--- src/rtl/hazard_ctrl_if.sv ---
// Hazard controller bundle: decoded pipeline specifiers in, forwarding/stall/mult-div control out.
// master = pipeline/decoder side, slave = hazard controller.
interface hazard_ctrl_if #(parameter int CNT_W = 16);
  logic [4:0]       rs_d, rt_d;
  logic             branch_d, pcsrc_d, jump_d, md_req_d, md_read_d;
  logic [4:0]       rs_e, rt_e, writereg_e;
  logic             regwrite_e;
  logic [1:0]       memtoreg_e;
  logic [4:0]       writereg_m;
  logic             regwrite_m;
  logic [1:0]       memtoreg_m;
  logic [4:0]       writereg_w;
  logic             regwrite_w;
  logic [1:0]       forward_a_e, forward_b_e;
  logic             forward_a_d, forward_b_d;
  logic             stall_f, stall_d, flush_d, flush_e;
  logic             md_start, md_busy, md_done;
  logic [CNT_W-1:0] stall_cnt;

  modport master (
    output rs_d, rt_d, branch_d, pcsrc_d, jump_d, md_req_d, md_read_d,
           rs_e, rt_e, writereg_e, regwrite_e, memtoreg_e,
           writereg_m, regwrite_m, memtoreg_m, writereg_w, regwrite_w,
    input  forward_a_e, forward_b_e, forward_a_d, forward_b_d,
           stall_f, stall_d, flush_d, flush_e, md_start, md_busy, md_done, stall_cnt
  );

  modport slave (
    input  rs_d, rt_d, branch_d, pcsrc_d, jump_d, md_req_d, md_read_d,
           rs_e, rt_e, writereg_e, regwrite_e, memtoreg_e,
           writereg_m, regwrite_m, memtoreg_m, writereg_w, regwrite_w,
    output forward_a_e, forward_b_e, forward_a_d, forward_b_d,
           stall_f, stall_d, flush_d, flush_e, md_start, md_busy, md_done, stall_cnt
  );
endinterface

--- src/rtl/hazard_ctrl.sv ---
// 5-stage MIPS hazard controller: combinational forwarding/stall/flush, registered mult/div
// sequencer (IDLE/BUSY with down-counter) and saturating stall-cycle counter.
module hazard_ctrl #(
  parameter int MD_LAT = 4,
  parameter int CNT_W  = 16
) (
  input logic         clk_i,
  input logic         reset_ni,
  hazard_ctrl_if.slave hz
);

  typedef enum logic {IDLE, BUSY} md_state_e;

  md_state_e        state_q;
  logic [3:0]       cnt_q;
  logic [CNT_W-1:0] stall_cnt_q;

  logic lwstall, brstall, mdstall, stall, md_start, md_busy;
  logic ex_hit_d, mem_hit_d;

  // Register 0 is hardwired, so a zero specifier never participates in a match.
  function automatic logic hit(input logic [4:0] src, input logic [4:0] dst);
    return (src != 5'd0) && (src == dst);
  endfunction

  function automatic logic [1:0] fwd_sel(input logic [4:0] src);
    if (hz.regwrite_m && hit(src, hz.writereg_m))
      return 2'b10;
    else if (hz.regwrite_w && hit(src, hz.writereg_w))
      return 2'b01;
    else
      return 2'b00;
  endfunction

  assign hz.forward_a_e = fwd_sel(hz.rs_e);
  assign hz.forward_b_e = fwd_sel(hz.rt_e);
  assign hz.forward_a_d = hz.regwrite_m && hit(hz.rs_d, hz.writereg_m);
  assign hz.forward_b_d = hz.regwrite_m && hit(hz.rt_d, hz.writereg_m);

  assign ex_hit_d  = hit(hz.rs_d, hz.writereg_e) || hit(hz.rt_d, hz.writereg_e);
  assign mem_hit_d = hit(hz.rs_d, hz.writereg_m) || hit(hz.rt_d, hz.writereg_m);

  assign lwstall = (hz.memtoreg_e == 2'b01) && hz.regwrite_e && ex_hit_d;
  assign brstall = hz.branch_d &&
                   ((hz.regwrite_e && ex_hit_d) ||
                    ((hz.memtoreg_m == 2'b01) && hz.regwrite_m && mem_hit_d));
  assign md_busy = (state_q == BUSY);
  assign mdstall = md_busy && (hz.md_req_d || hz.md_read_d);
  assign stall   = lwstall || brstall || mdstall;

  assign hz.stall_f = stall;
  assign hz.stall_d = stall;
  assign hz.flush_e = stall;
  // A stalled branch/jump is re-evaluated next cycle, so it must not flush yet.
  assign hz.flush_d = (hz.pcsrc_d || hz.jump_d) && !stall;

  assign md_start     = (state_q == IDLE) && hz.md_req_d && !stall;
  assign hz.md_start  = md_start;
  assign hz.md_busy   = md_busy;
  assign hz.md_done   = md_busy && (cnt_q == 4'd1);
  assign hz.stall_cnt = stall_cnt_q;

  always_ff @(posedge clk_i or negedge reset_ni) begin
    if (!reset_ni) begin
      state_q <= IDLE;
      cnt_q   <= 4'd0;
    end else begin
      case (state_q)
        IDLE: if (md_start) begin
          state_q <= BUSY;
          cnt_q   <= 4'(MD_LAT - 1);
        end
        BUSY: begin
          cnt_q <= cnt_q - 4'd1;
          if (cnt_q == 4'd1) state_q <= IDLE;
        end
        default: state_q <= IDLE;
      endcase
    end
  end

  always_ff @(posedge clk_i or negedge reset_ni) begin
    if (!reset_ni)
      stall_cnt_q <= '0;
    else if (stall && !(&stall_cnt_q))
      stall_cnt_q <= stall_cnt_q + CNT_W'(1);
  end

endmodule
--- src/flat_wrapper.sv ---
// flat-port wrapper written by rule: the top's interface ports become plain ports
module hazard_ctrl_flat 
#(
  parameter int MD_LAT = 4,
  parameter int CNT_W  = 16
)
  (clk_i, reset_ni, hz_rs_d, hz_rt_d, hz_branch_d, hz_pcsrc_d, hz_jump_d, hz_md_req_d, hz_md_read_d, hz_rs_e, hz_rt_e, hz_writereg_e, hz_regwrite_e, hz_memtoreg_e, hz_writereg_m, hz_regwrite_m, hz_memtoreg_m, hz_writereg_w, hz_regwrite_w, hz_forward_a_e, hz_forward_b_e, hz_forward_a_d, hz_forward_b_d, hz_stall_f, hz_stall_d, hz_flush_d, hz_flush_e, hz_md_start, hz_md_busy, hz_md_done, hz_stall_cnt);
  hazard_ctrl_if #(.CNT_W(CNT_W)) hz_i ();
  input logic clk_i;
  input logic reset_ni;
  input wire logic [$bits(hz_i.rs_d)-1:0] hz_rs_d;
  input wire logic [$bits(hz_i.rt_d)-1:0] hz_rt_d;
  input wire logic [$bits(hz_i.branch_d)-1:0] hz_branch_d;
  input wire logic [$bits(hz_i.pcsrc_d)-1:0] hz_pcsrc_d;
  input wire logic [$bits(hz_i.jump_d)-1:0] hz_jump_d;
  input wire logic [$bits(hz_i.md_req_d)-1:0] hz_md_req_d;
  input wire logic [$bits(hz_i.md_read_d)-1:0] hz_md_read_d;
  input wire logic [$bits(hz_i.rs_e)-1:0] hz_rs_e;
  input wire logic [$bits(hz_i.rt_e)-1:0] hz_rt_e;
  input wire logic [$bits(hz_i.writereg_e)-1:0] hz_writereg_e;
  input wire logic [$bits(hz_i.regwrite_e)-1:0] hz_regwrite_e;
  input wire logic [$bits(hz_i.memtoreg_e)-1:0] hz_memtoreg_e;
  input wire logic [$bits(hz_i.writereg_m)-1:0] hz_writereg_m;
  input wire logic [$bits(hz_i.regwrite_m)-1:0] hz_regwrite_m;
  input wire logic [$bits(hz_i.memtoreg_m)-1:0] hz_memtoreg_m;
  input wire logic [$bits(hz_i.writereg_w)-1:0] hz_writereg_w;
  input wire logic [$bits(hz_i.regwrite_w)-1:0] hz_regwrite_w;
  output wire logic [$bits(hz_i.forward_a_e)-1:0] hz_forward_a_e;
  output wire logic [$bits(hz_i.forward_b_e)-1:0] hz_forward_b_e;
  output wire logic [$bits(hz_i.forward_a_d)-1:0] hz_forward_a_d;
  output wire logic [$bits(hz_i.forward_b_d)-1:0] hz_forward_b_d;
  output wire logic [$bits(hz_i.stall_f)-1:0] hz_stall_f;
  output wire logic [$bits(hz_i.stall_d)-1:0] hz_stall_d;
  output wire logic [$bits(hz_i.flush_d)-1:0] hz_flush_d;
  output wire logic [$bits(hz_i.flush_e)-1:0] hz_flush_e;
  output wire logic [$bits(hz_i.md_start)-1:0] hz_md_start;
  output wire logic [$bits(hz_i.md_busy)-1:0] hz_md_busy;
  output wire logic [$bits(hz_i.md_done)-1:0] hz_md_done;
  output wire logic [$bits(hz_i.stall_cnt)-1:0] hz_stall_cnt;
  assign hz_i.rs_d = hz_rs_d;
  assign hz_i.rt_d = hz_rt_d;
  assign hz_i.branch_d = hz_branch_d;
  assign hz_i.pcsrc_d = hz_pcsrc_d;
  assign hz_i.jump_d = hz_jump_d;
  assign hz_i.md_req_d = hz_md_req_d;
  assign hz_i.md_read_d = hz_md_read_d;
  assign hz_i.rs_e = hz_rs_e;
  assign hz_i.rt_e = hz_rt_e;
  assign hz_i.writereg_e = hz_writereg_e;
  assign hz_i.regwrite_e = hz_regwrite_e;
  assign hz_i.memtoreg_e = hz_memtoreg_e;
  assign hz_i.writereg_m = hz_writereg_m;
  assign hz_i.regwrite_m = hz_regwrite_m;
  assign hz_i.memtoreg_m = hz_memtoreg_m;
  assign hz_i.writereg_w = hz_writereg_w;
  assign hz_i.regwrite_w = hz_regwrite_w;
  assign hz_forward_a_e = hz_i.forward_a_e;
  assign hz_forward_b_e = hz_i.forward_b_e;
  assign hz_forward_a_d = hz_i.forward_a_d;
  assign hz_forward_b_d = hz_i.forward_b_d;
  assign hz_stall_f = hz_i.stall_f;
  assign hz_stall_d = hz_i.stall_d;
  assign hz_flush_d = hz_i.flush_d;
  assign hz_flush_e = hz_i.flush_e;
  assign hz_md_start = hz_i.md_start;
  assign hz_md_busy = hz_i.md_busy;
  assign hz_md_done = hz_i.md_done;
  assign hz_stall_cnt = hz_i.stall_cnt;
  hazard_ctrl #(.MD_LAT(MD_LAT), .CNT_W(CNT_W)) u_core (.clk_i(clk_i), .reset_ni(reset_ni), .hz(hz_i));
endmodule
--- config.mk ---
export PLATFORM = sky130hd
export DESIGN_NAME = hazard_ctrl_flat
export DESIGN_NICKNAME = d
export VERILOG_FILES = /design/src/rtl/hazard_ctrl_if.sv /design/src/rtl/hazard_ctrl.sv /design/src/flat_wrapper.sv
export SDC_FILE = /design/constraint.sdc
export NUM_CORES = 1
export LEC_CHECK = 0
export CAP_MARGIN = 20
export CORE_ASPECT_RATIO = 0.7
export CORE_MARGIN = 2
export CORE_UTILIZATION = 44
export DETAILED_ROUTE_END_ITERATION = 12
export HOLD_SLACK_MARGIN = 0.12
export PLACE_DENSITY = 0.86
export SKIP_CTS_REPAIR_TIMING = 1
export SLEW_MARGIN = 5
export SYNTH_ARGS = -nofsm -noshare
export SYNTH_HDL_FRONTEND = slang
export SYNTH_SLANG_ARGS = --single-unit
--- constraint.sdc ---
create_clock -name clk_i -period 4.4 [get_ports clk_i]
set_clock_uncertainty 0.05 [all_clocks]
set_input_delay 0.44 -clock clk_i [delete_from_list [all_inputs] [get_ports clk_i]]
set_output_delay 0.44 -clock clk_i [all_outputs]
set_load 0.05 [all_outputs]
After elaboration in Yosys (flattened, before gate mapping)
Index checks and enable logic that the tools add are counted.

word-level totals
  register bits = 21
  input port bits = 49
  output and inout port bits = 29

operators by class
  add/subtract/negate cells = 2
  equality and inequality tests = 12
  mux-type cells = 9
  bitwise logic cells = 1
  reductions and logical operators = 40

operators by type and width
  kind                                                                    count
  5-bit equality test                                                     8
  1-bit logical AND                                                       26
  5-bit nonzero test                                                      4
  16-bit by 1-bit adder with 16-bit output (second input constant)        1
  16-bit AND reduction                                                    1
  4-bit case mux with 2 select lines                                      1
  1-bit logical OR                                                        7
  2-bit by 1-bit equality test with 1-bit output (second input constant)  2
  4-bit by 1-bit equality test with 1-bit output (second input constant)  1
  1-bit two-way mux                                                       4
  2-bit two-way mux                                                       2
  4-bit two-way mux                                                       1
  4-bit by 1-bit subtractor with 4-bit output (second input constant)     1
  1-bit logical NOT                                                       2
  2-bit != test (second input constant)                                   1
  1-bit case mux with 2 select lines                                      1
  1-bit NOT                                                               1

Longest topological paths before layout
  depth in word-level cells = 12
  gate-level depth with buffers = 8

Worst setup path before layout
No wires, ideal clock.

  path type = input-to-output
  start point = in hz_rs_e[1]
  end point = out hz_forward_a_e[0]
  arrival = 2.914 ns
  required time = 3.910 ns
  slack = 0.996 ns
  cell stages on the path = 4
  path buffers = 0
  cell sequence = or4_1 > nor2_1 > nor4_1 > nor4_1

between the ends
  cells in the longest elaborated chain, start to end = 5

ends and longest elaborated chain
  element                                                           line                RTL
  from (decl)                                                       flat_wrapper.sv:18  input wire logic [$bits(hz_i.rs_e)-1:0] hz_rs_e;
  5-bit equality test / 5-bit nonzero test (equally long branches)  hazard_ctrl.sv:23   return (src != 5'd0) && (src == dst);
  1-bit logical AND                                                 hazard_ctrl.sv:23
  1-bit logical AND                                                 hazard_ctrl.sv:29   else if (hz.regwrite_w && hit(src, hz.writereg_w))
  1-bit two-way mux                                                 hazard_ctrl.sv:29
  2-bit two-way mux *                                               hazard_ctrl.sv:27   if (hz.regwrite_m && hit(src, hz.writereg_m))
  to (decl)                                                         flat_wrapper.sv:28  output wire logic [$bits(hz_i.forward_a_e)-1:0] hz_forward_a_e;

Every way passes the cells marked *; elsewhere a longest branch is shown, timed or not.

Final worst setup path
  start point = in hz_rs_d[0]
  end point = out hz_md_start

between the ends
  cells in the longest elaborated chain, start to end = 10

ends and longest elaborated chain
  element                                                           line                                  RTL
  from (decl)                                                       flat_wrapper.sv:11                    input wire logic [$bits(hz_i.rs_d)-1:0] hz_rs_d;
  5-bit equality test / 5-bit nonzero test (equally long branches)  hazard_ctrl.sv:23
  1-bit logical AND                                                 hazard_ctrl.sv:23
  1-bit logical OR, on equally long branches                        hazard_ctrl.sv:40, hazard_ctrl.sv:41
  1-bit logical AND, on equally long branches                       hazard_ctrl.sv:45, hazard_ctrl.sv:46
  1-bit logical OR                                                  hazard_ctrl.sv:45                     ((hz.regwrite_e && ex_hit_d) ||
  1-bit logical AND                                                 hazard_ctrl.sv:44                     assign brstall = hz.branch_d &&
  1-bit logical OR * (2 in series)                                  hazard_ctrl.sv:49                     assign stall = lwstall || brstall || mdstall;
  1-bit logical NOT *                                               hazard_ctrl.sv:57                     assign md_start = (state_q == IDLE) && hz.md_req_d && !stall;
  1-bit logical AND *                                               hazard_ctrl.sv:57
  to (decl)                                                         flat_wrapper.sv:36                    output wire logic [$bits(hz_i.md_start)-1:0] hz_md_start;

Marked as above.

==> impl_metrics.env <==
export IMPL_status="finished, final reports clean"
export IMPL_overflow=0
export IMPL_synth_top_area_share_pct=31.84
export IMPL_slowest_stage="clkdlybuf4s50_1"
export IMPL_gp_congestion=0.8749
export IMPL_synth_top_area_cell="dfrtp_1"
export IMPL_core_area_um2=3558
export IMPL_crit_family="buffers and inverters"
export IMPL_die_y_um=55.24
export IMPL_cts_buffer_depth=2
export IMPL_crit_type="input port to primary output"
export IMPL_worstPathRequired_ns=3.91
export IMPL_async_flop_share_pct=100.0
export IMPL_cts_clk_slew_worst_paths_ns=0.07
export IMPL_nets=307
export IMPL_r2r_start="u_core.hz.stall_cnt[0]$_DFFE_PN0P_"
export IMPL_critPathBufInv=2
export IMPL_wl_per_cell_um=13.78
export IMPL_clock_root_buffer="clkbuf_8"
export IMPL_fin_crit_ns=3.665
export IMPL_ys_types=38
export IMPL_grt_max_degree=22
export IMPL_drt_pass1_iter_count=4
export IMPL_p_int_mw=0.5540
export IMPL_synth_area_top_cells="dfrtp_1, xor2_1, xnor2_1"
export IMPL_route_antenna_remaining_nets=0
export IMPL_antenna_found_initial=0
export IMPL_relSlewSlack_pct=39.75
export IMPL_switchingPower_mw=0.4791
export IMPL_die_area_um2=4265
export IMPL_clock_sinks=21
export IMPL_finalMaxSlewViolations=0
export IMPL_place_ws_ns=0.7384
export IMPL_antenna_cells=0
export IMPL_ff2ff_setup_slack_ns=1.89
export IMPL_grt_pass1_wl_mm=7.314
export IMPL_fin_crit_sh_pct=83.29
export IMPL_syn_inst=179
export IMPL_port_buffers=77
export IMPL_drt_iter0_drc=73
export IMPL_cts_made_buffers=3
export IMPL_drc=0
export IMPL_syn_area_per_cell_um2=9.220
export IMPL_power_frac_clock_pct=11.9
export IMPL_cts_tree="yes"
export IMPL_pwr_share_seq_pct=30.9
export IMPL_reg2reg_depth=7
export IMPL_dp_hpwl_mm=3.651
export IMPL_setup_tns_ns=0
export IMPL_ys_ff_latch=21
export IMPL_dp_cells=300
export IMPL_power_total_mw=1.033
export IMPL_syn_num_nets=231
export IMPL_cp_end_kind="primary output"
export IMPL_utilization_pct=70.11
export IMPL_crit_path_max_incr_delay_ns=0.83
export IMPL_syn_to_final_growth_pct=51.17
export IMPL_switching_share_pct=46.38
export IMPL_finalHoldViolations=0
export IMPL_setup_slack_ns=0.7351
export IMPL_start_util_pct=46.38
export IMPL_grt_use_total_pct=20.94
export IMPL_clock_latency_ns=0.26
export IMPL_final_cells=304
export IMPL_p_per_area_nw_per_um2=414.1
export IMPL_r2r_end="u_core.hz.stall_cnt[1]$_DFFE_PN0P_"
export IMPL_path_cells="clkdlybuf4s50_1, or4_1, nor2_1, nor4_1, o21a_1, a31oi_1, and3b_1, clkdlybuf4s50_1"
export IMPL_cpMostUsedCell="clkdlybuf4s50_1"
export IMPL_rsz0062_at_grt="false"
export IMPL_leakagePower_nw=1.032
export IMPL_vdd_drop_max_mv=0.4503
export IMPL_io_pin_count=78
export IMPL_cp_max_fo=5
export IMPL_vias=1537
export IMPL_yosys_warnings=0
export IMPL_drive_gt1_share_pct=5.118
export IMPL_path_depth=8
export IMPL_dieWidth_um=77.20
export IMPL_netlist_area_um2=1650
export IMPL_synth_flop_cell="dfrtp_1"
export IMPL_htreeDepth=1
export IMPL_fmax_ghz=0.2729
export IMPL_first_global_vias=1543
export IMPL_cp_startpoint="hz_rs_d[0]"
export IMPL_cp_arrival_ns=3.17
export IMPL_synth_edff_count=0
export IMPL_start_kind="input port"
export IMPL_final_setup_viol_count=0
export IMPL_pwr_share_comb_pct=57.1
export IMPL_routed_wl_mm=4.188
export IMPL_hold_class="flop to flop"
export IMPL_worst_pin_slew_ns=0.9009
export IMPL_viasPerCell=5.056
export IMPL_crit_end="hz_md_start"
export IMPL_cap_violations=0
export IMPL_synth_seq_area_share_pct=31.84
export IMPL_core_rowCount=18
export IMPL_hold_path_depth=1
sequential cells by signal (all words and copies together), names as in the netlist:
signal               flops
u_core.hz.stall_cnt     16
u_core.hz.md_busy        1
u_core.cnt_q             4
cells in the mapped netlist (all sizes together), types with 3 or more instances:
library cell and number:
xor2 29, xnor2 27, dfrtp 21, nor2 13, nand2 11, nor4 9
nor3 8, nand3 7, nand4 7, and3 5, buf 4, inv 4
clkbuf 3, ha 3, nor3b 3, or4 3
area by class of cell:
type	instances	area, um2
Multi-Input combinational cell	147	1067
Tap cell	50	62.56
Inverter	4	15.01
Sequential cell	21	525.5
Fill cell	315	1064
Timing Repair Buffer	78	778.2
Clock buffer	3	41.29
Clock inverter	1	5.005
power groups by stage:
stage          logic, mW  registers (mW)  clock network, mW
3_3_place_gp       0.584           0.321                  0
4_1_cts            0.594           0.320              0.128
6_report           0.590           0.320              0.123
2_1_floorplan      0.288           0.427                  0
5_1_grt            0.628           0.331              0.139
3_5_place_dp       0.592           0.323                  0
per-layer routing:
metal | GRT usage [%] | part of all wire (%)
met1 | 29.76 | 50
met3 | 4.248 | 3.6
met5 | 0 | 0
met4 | 2.296 | 0.24
met2 | 34.16 | 46
worst min-delay path by stage:
stage | from | to
6_report | u_core.hz.stall_cnt[14]$_DFFE_PN0P_ | u_core.hz.stall_cnt[14]$_DFFE_PN0P_
5_1_grt | u_core.hz.stall_cnt[12]$_DFFE_PN0P_ | u_core.hz.stall_cnt[12]$_DFFE_PN0P_
4_1_cts | u_core.hz.stall_cnt[12]$_DFFE_PN0P_ | u_core.hz.stall_cnt[12]$_DFFE_PN0P_
3_5_place_dp | u_core.hz.stall_cnt[12]$_DFFE_PN0P_ | u_core.hz.stall_cnt[12]$_DFFE_PN0P_
3_3_place_gp | u_core.hz.stall_cnt[12]$_DFFE_PN0P_ | u_core.hz.stall_cnt[12]$_DFFE_PN0P_
2_1_floorplan | reset_ni | u_core.cnt_q[0]$_DFFE_PN0P_
stage by stage:
step	hold slack, ns	instance area [um2]
4_1_cts	0.4400	2495
6_report	0.4372	2495
5_1_grt	0.4471	2495
3_5_place_dp	0.4295	2449
3_3_place_gp	0.4206	2449
2_1_floorplan	0.09441	1650
placed cells by master (no fill, tap or decap), drive strengths merged, types with 2 or more instances in the layout:
cell,instances
nand4,7
ha,3
nor4,9
o21ai,2
nand2,11
nand3,7
dfrtp,21
nor4b,2
nor3,8
clkdlybuf4s50,77
and2,2
nor3b,3
a21o,2
o21a,2
nor2,13
or4,3
xnor2,27
xor2,29
inv,4
clkbuf,3
mux2,2
and3,5
cells by family (layout without fill, tap and decap cells):
logic type | Yosys count | count (layout) | synth area share (%)
mux | 2 | 2 | 1.592
compound gates | 10 | 10 | 5.383
xor+xnor | 56 | 56 | 29.72
simple gates | 76 | 76 | 25.70
flops | 21 | 21 | 31.84
buf+inv | 11 | 86 | 3.487
fa+ha+maj | 3 | 3 | 2.275
worst register-to-register path: stages (launching register included):
cell,delay (ns)
dfrtp_1,0.41
ha_1,0.17
and3_1,0.17
nand3_1,0.12
or2_2,0.35
nor2_1,0.69
nor2_2,0.11
mux2_4,0.33
No activity file was read; power rests on OpenSTA's default activity.
